$ cat src/rtl/snake_pkg.sv
// snake_pkg: shared direction/state encodings and sizing constants for the snake game controller.
package snake_pkg;
  typedef enum logic [1:0] {DIR_N, DIR_S, DIR_E, DIR_W} dir_t;
  typedef enum logic [1:0] {ST_IDLE, ST_FOOD, ST_RUN, ST_OVER} state_t;
  localparam int INIT_LEN = 3;
  localparam int PER_W = 24;
  function automatic dir_t dir_rev(input dir_t d);
    return dir_t'(d ^ 2'b01);
  endfunction
endpackage

$ cat src/rtl/snake_tick_gen.sv
// snake_tick_gen: move-period counter; the period shrinks with length only when SNAKE_SPEEDUP_EN is defined.
module snake_tick_gen
  import snake_pkg::*;
#(
  parameter int TICK_BASE = 2500000,
  parameter int TICK_STEP = 50000,
  parameter int TICK_MIN  = 750000
) (
  input  logic       Clock,
  input  logic       enable,
  input  logic       clear,
  input  logic [7:0] length,
  output logic       tick
);
  logic [PER_W-1:0] r_count;
  logic [PER_W-1:0] w_period;
`ifdef SNAKE_SPEEDUP_EN
  logic [PER_W-1:0] w_dec;
  assign w_dec = PER_W'(TICK_STEP) * PER_W'(length - 8'(INIT_LEN));
  // clamp is decided before subtracting so the period never wraps
  assign w_period = (w_dec >= PER_W'(TICK_BASE - TICK_MIN)) ? PER_W'(TICK_MIN) : PER_W'(TICK_BASE) - w_dec;
`else
  localparam int unused_tick_cfg = TICK_STEP + TICK_MIN;
  logic w_unused_len;
  assign w_unused_len = ^length;
  assign w_period = PER_W'(TICK_BASE);
`endif
  assign tick = enable && !clear && (r_count >= w_period - PER_W'(1));
  always_ff @(posedge Clock)
    if (clear || tick) r_count <= '0;
    else if (enable) r_count <= r_count + PER_W'(1);
endmodule

$ cat src/rtl/snake_game_ctrl.sv
// snake_game_ctrl: snake game FSM (idle/food/run/over), direction latching and growth.
// Define SNAKE_SPEEDUP_EN to make the move period shrink as the snake grows.
module snake_game_ctrl
  import snake_pkg::*;
#(
  parameter int TICK_BASE = 2500000,
  parameter int TICK_STEP = 50000,
  parameter int TICK_MIN  = 750000,
  parameter int MAX_LEN   = 200
) (
  input  logic       Clock,
  input  logic       Reset,
  input  logic       iNorth,
  input  logic       iSouth,
  input  logic       iEast,
  input  logic       iWest,
  input  logic       iEat,
  input  logic       iCollide,
  input  logic       iFoodAck,
  output logic [1:0] oDir,
  output logic       oMoveTick,
  output logic       oFoodReq,
  output logic [7:0] oSnakeLength,
  output logic       oGameOver,
  output logic       oWin,
  output logic [1:0] oState
);
  state_t     r_state, w_state_nxt;
  dir_t       r_dir, r_pend, w_req;
  logic [7:0] r_len, w_len_inc;
  logic       r_tick, r_food_req, r_over, r_win;
  logic       w_any, w_tick, w_enable, w_clear;
  assign w_any = iNorth | iSouth | iEast | iWest;
  assign w_req = iNorth ? DIR_N : iSouth ? DIR_S : iEast ? DIR_E : DIR_W;
  assign w_len_inc = (r_len >= 8'(MAX_LEN)) ? r_len : r_len + 8'd1;
  always_comb begin
    w_state_nxt = r_state;
    case (r_state)
      ST_IDLE: w_state_nxt = w_any ? ST_FOOD : ST_IDLE;
      ST_FOOD: w_state_nxt = iFoodAck ? ST_RUN : ST_FOOD;
      ST_RUN:  w_state_nxt = iCollide ? ST_OVER : !iEat ? ST_RUN : (w_len_inc == 8'(MAX_LEN)) ? ST_OVER : ST_FOOD;
      default: w_state_nxt = ST_OVER;
    endcase
  end
  // counting stops on the leaving edge so no tick lands in FOOD or OVER
  assign w_enable = (r_state == ST_RUN) && (w_state_nxt == ST_RUN);
  assign w_clear = !Reset || (r_state == ST_IDLE) || (r_state == ST_OVER);
  snake_tick_gen #(
    .TICK_BASE(TICK_BASE),
    .TICK_STEP(TICK_STEP),
    .TICK_MIN (TICK_MIN)
  ) u_tick (
    .Clock (Clock),
    .enable(w_enable),
    .clear (w_clear),
    .length(r_len),
    .tick  (w_tick)
  );
  always_ff @(posedge Clock)
    if (!Reset) begin
      r_state    <= ST_IDLE;
      r_dir      <= DIR_E;
      r_pend     <= DIR_E;
      r_len      <= 8'(INIT_LEN);
      r_tick     <= 1'b0;
      r_food_req <= 1'b0;
      r_over     <= 1'b0;
      r_win      <= 1'b0;
    end else begin
      r_state    <= w_state_nxt;
      r_tick     <= w_tick;
      r_food_req <= w_state_nxt == ST_FOOD;
      r_over     <= w_state_nxt == ST_OVER;
      if (r_state == ST_RUN && w_any && w_req != dir_rev(r_dir)) r_pend <= w_req;
      if (w_tick) r_dir <= r_pend;
      if (r_state == ST_RUN && iEat && !iCollide) begin
        r_len <= w_len_inc;
        r_win <= w_len_inc == 8'(MAX_LEN);
      end
    end
  assign oDir = r_dir;
  assign oMoveTick = r_tick;
  assign oFoodReq = r_food_req;
  assign oSnakeLength = r_len;
  assign oGameOver = r_over;
  assign oWin = r_win;
  assign oState = r_state;
endmodule

$ cat config.mk
export PLATFORM = sky130hd
export DESIGN_NAME = snake_game_ctrl
export DESIGN_NICKNAME = d
export VERILOG_FILES = /design/src/rtl/snake_pkg.sv /design/src/rtl/snake_tick_gen.sv /design/src/rtl/snake_game_ctrl.sv
export SDC_FILE = /design/constraint.sdc
export NUM_CORES = 1
export LEC_CHECK = 0
export ABC_CLOCK_PERIOD_IN_PS = 4730
export BUFFER_PORTS_ARGS = -buffer_cell sky130_fd_sc_hd__buf_2
export CAP_MARGIN = 10
export CORE_ASPECT_RATIO = 0.8
export CORE_MARGIN = 5
export CORE_UTILIZATION = 62
export DETAILED_ROUTE_END_ITERATION = 10
export GPL_TIMING_DRIVEN = 1
export PLACE_DENSITY = 0.84
export SETUP_SLACK_MARGIN = 0.05
export SLEW_MARGIN = 20
export SYNTH_ARGS = -nofsm -noshare
export SYNTH_HDL_FRONTEND = slang
export SYNTH_SLANG_ARGS = --single-unit
$ cat constraint.sdc
create_clock -name Clock -period 4.73 [get_ports Clock]
set_input_delay 0.2365 -clock Clock [delete_from_list [all_inputs] [get_ports Clock]]
set_output_delay 0.2365 -clock Clock [all_outputs]
set_load 0.01 [all_outputs]
==> run summary <==
CP Launch Type = flop
Power Density = 280.6 nW/um^2
NetSw = 0.1571 mW
Buf+Inv Stages, Crit Path = 0
Setup TNS Final = 0 ps
Status = finished clean
Postcts setup bufs = 0
Highest-delay cell along the critical path = or4b_1
Family with the most delay on the worst path = simple AND/OR/NAND/NOR gates
Syn nets = 280
Drt drc = 0
Wire per inst = 13.52 um
Max-cap check violation count = 0
Row count = 19
RSZ-0062 raised after global routing = no
Maximum clock rate = 385.0 MHz
Clock share of power = 0.417
Crit path capture type = flop
Die X = 76.73 um
Clock skew = 6.012 ps
Final cell area excluding filler cells = 2449 um^2
Ys Warns = 0
Final Max Slew Viols = 0
CTS tree = yes
Final Power = 0.6870 mW
Post-DP HPWL = 3207 um
Global-route wire length before repair = 7831 um
ANT cells = 0
Tcrit/Tclk final = 0.5491
Root Driver = clkbuf_8
Reg power frac = 0.529
Leak pwr = 0.8916 nW
Clock-pin slew on the worst setup and hold paths = 80 ps
CTS sink cnt = 42
Crit path cell chain = or4b_1 > a211o_1 > nand3_1 > o21bai_2 > nor2_1
Crit-path max FO = 19
Layout Nets = 300
Clock tree buffer depth = 2
Post-synth EDFFs = 0
Yosys cell types = 49
Core area = 3423 um^2
Largest stage delay, worst path = 780 ps
Syn Std Cell Area = 2208 um^2
Starting Density = 0.6451
Final setup fails = 0
Die area = 4863 um^2
Yosys reg bits = 42
Clock Latency Late Sink = 300 ps
Vias in the first global route = 1698
Die Y = 63.38 um
Final Hold Viols = 0
Syn avg cell area = 8.240 um^2
Maximum number of pins on one net before global-route repair = 20
Most common cell after layout, fill and taps aside = dfxtp_1
Net Sw Frac = 0.2287
Final Util = 0.7153
Post-cts sizing count = 0
Actual slew at the worst max-slew pin = 992.2 ps
Pint = 0.5299 mW
Most frequent cells in the layout = dfxtp_1 (42), nand2_1 (35), nor2_1 (31)
I/O pin cnt = 25
DP Area = 2336 um^2
Fin crit period = 2597 ps
Register area share after synthesis = 0.3807
Share of cells above drive strength 1 = 0.1419
Post-CTS Hold Buffers = 0
Comb power frac = 0.054
Via density per instance = 5.822
Hold WS = 243.9 ps
Initial drt markers = 143
H-tree levels = 2
Post-Synthesis Cells = 268
Vias post-DR = 1927
Synth async-reset ratio = 0
Most used DFF post-synth = dfxtp_1
Antenna viol nets, final = 0
CTS Buf Count = 5
Relative slew margins = 0.3281
First drt pass iteration count = 5
Layout area overhead = 10.88%
Type of the worst setup path = reg2reg
Filler cell count = 269
Grt ovf = 0
WP data arrival = 2770 ps
WP data required = 4900 ps
GP Congestion = 0.8482
Initial antenna violation count = 0
Worst hold path class = in2reg
Worst vdd ir = 0.0002161 V
GRT Overall Usage = 0.1954
Routed wire length = 4476 um
IO buf count = 24
-- sequential cells by signal, indices dropped and copies added, names as in the netlist --
signal,count
oState,2
oFoodReq,1
oGameOver,1
oSnakeLength,8
u_tick.r_count,24
oDir,2
r_pend,2
oMoveTick,1
oWin,1
-- layer usage --
metal | GRT usage | routed length [um] | up-vias
li1 | - | - | 1002
met1 | 0.2660 | 2265 | 873
met2 | 0.2934 | 1933 | 47
met3 | 0.05698 | 216 | 5
met4 | 0.06769 | 61 | 0
met5 | 0 | 0 | -
-- power groups by stage --
stage	clock, mW	sequential [mW]	combinational, mW
6_report	0.287	0.363	0.0369
3_3_place_gp	0	0.371	0.0369
3_5_place_dp	0	0.372	0.0373
2_1_floorplan	0	0.369	0.0264
4_1_cts	0.294	0.363	0.0374
5_1_grt	0.314	0.365	0.0411
-- worst register-to-register path, delay by kind of cell (launching register included) --
kind / cells / cell delay [ps]
DFF: 1 / 550
AOI/OAI and AO/OA: 2 / 740
and+or+nand+nor: 3 / 1170
-- synthesized netlist by cell type, types with 3 or more instances --
| cell | number | share of area |
|---|---|---|
| and2_1 | 3 | 0.0085 |
| clkbuf_1 | 9 | 0.015 |
| nor4_1 | 5 | 0.014 |
| and4_1 | 4 | 0.016 |
| nor2_1 | 31 | 0.053 |
| a211oi_1 | 3 | 0.010 |
| buf_2 | 3 | 0.0068 |
| a211o_1 | 5 | 0.020 |
| a21oi_1 | 12 | 0.027 |
| xor2_1 | 8 | 0.032 |
| o21a_1 | 3 | 0.010 |
| nor3_1 | 9 | 0.020 |
| o21ai_0 | 8 | 0.018 |
| and3_1 | 3 | 0.0085 |
| a31oi_1 | 3 | 0.0085 |
| dfxtp_1 | 42 | 0.38 |
| nand2_1 | 35 | 0.059 |
| xnor2_1 | 14 | 0.056 |
| inv_1 | 7 | 0.012 |
| nand4_1 | 3 | 0.0085 |
| ha_1 | 3 | 0.017 |
| nand3_1 | 18 | 0.041 |
-- per-stage QoR --
stage | std cells | worst slack [ps]
3_5_place_dp | 323 | 2105
3_3_place_gp | 323 | 2231
6_report | 331 | 2133
5_1_grt | 331 | 1897
4_1_cts | 331 | 2094
2_1_floorplan | 268 | 2602
-- final timing paths --
check	startpoint	end	slack (ps)	cells past startpoint
max	oState[1]	u_tick.r_count[12]	2130	5
min	Reset	oSnakeLength[0]	240	2
max reg2reg	oState[1]	u_tick.r_count[12]	2130	5
min reg2reg	r_pend[0]	r_pend[0]	460	2
-- cell type report --
cell class | count | area (um^2) | area share
tap | 42 | 52.55 | 0.02146
sequential | 42 | 840.8 | 0.3434
timing repair buffer | 26 | 135.1 | 0.05519
clock inverter | 3 | 43.79 | 0.01788
inverter | 7 | 26.28 | 0.01073
multi-input combinational | 206 | 1281 | 0.5233
clock buffer | 5 | 68.82 | 0.02810
-- kinds of logic (layout without fill, tap and decap cells) --
group	Yosys count	after routing	synth area share
buf+inv	20	41	0.03909
flops	42	42	0.3807
xor+xnor	22	22	0.08725
compound gates	47	47	0.1450
mux	2	2	0.009066
fa+ha+maj	3	3	0.01700
simple gates	132	132	0.3218
(Power assumes the default switching activity.)
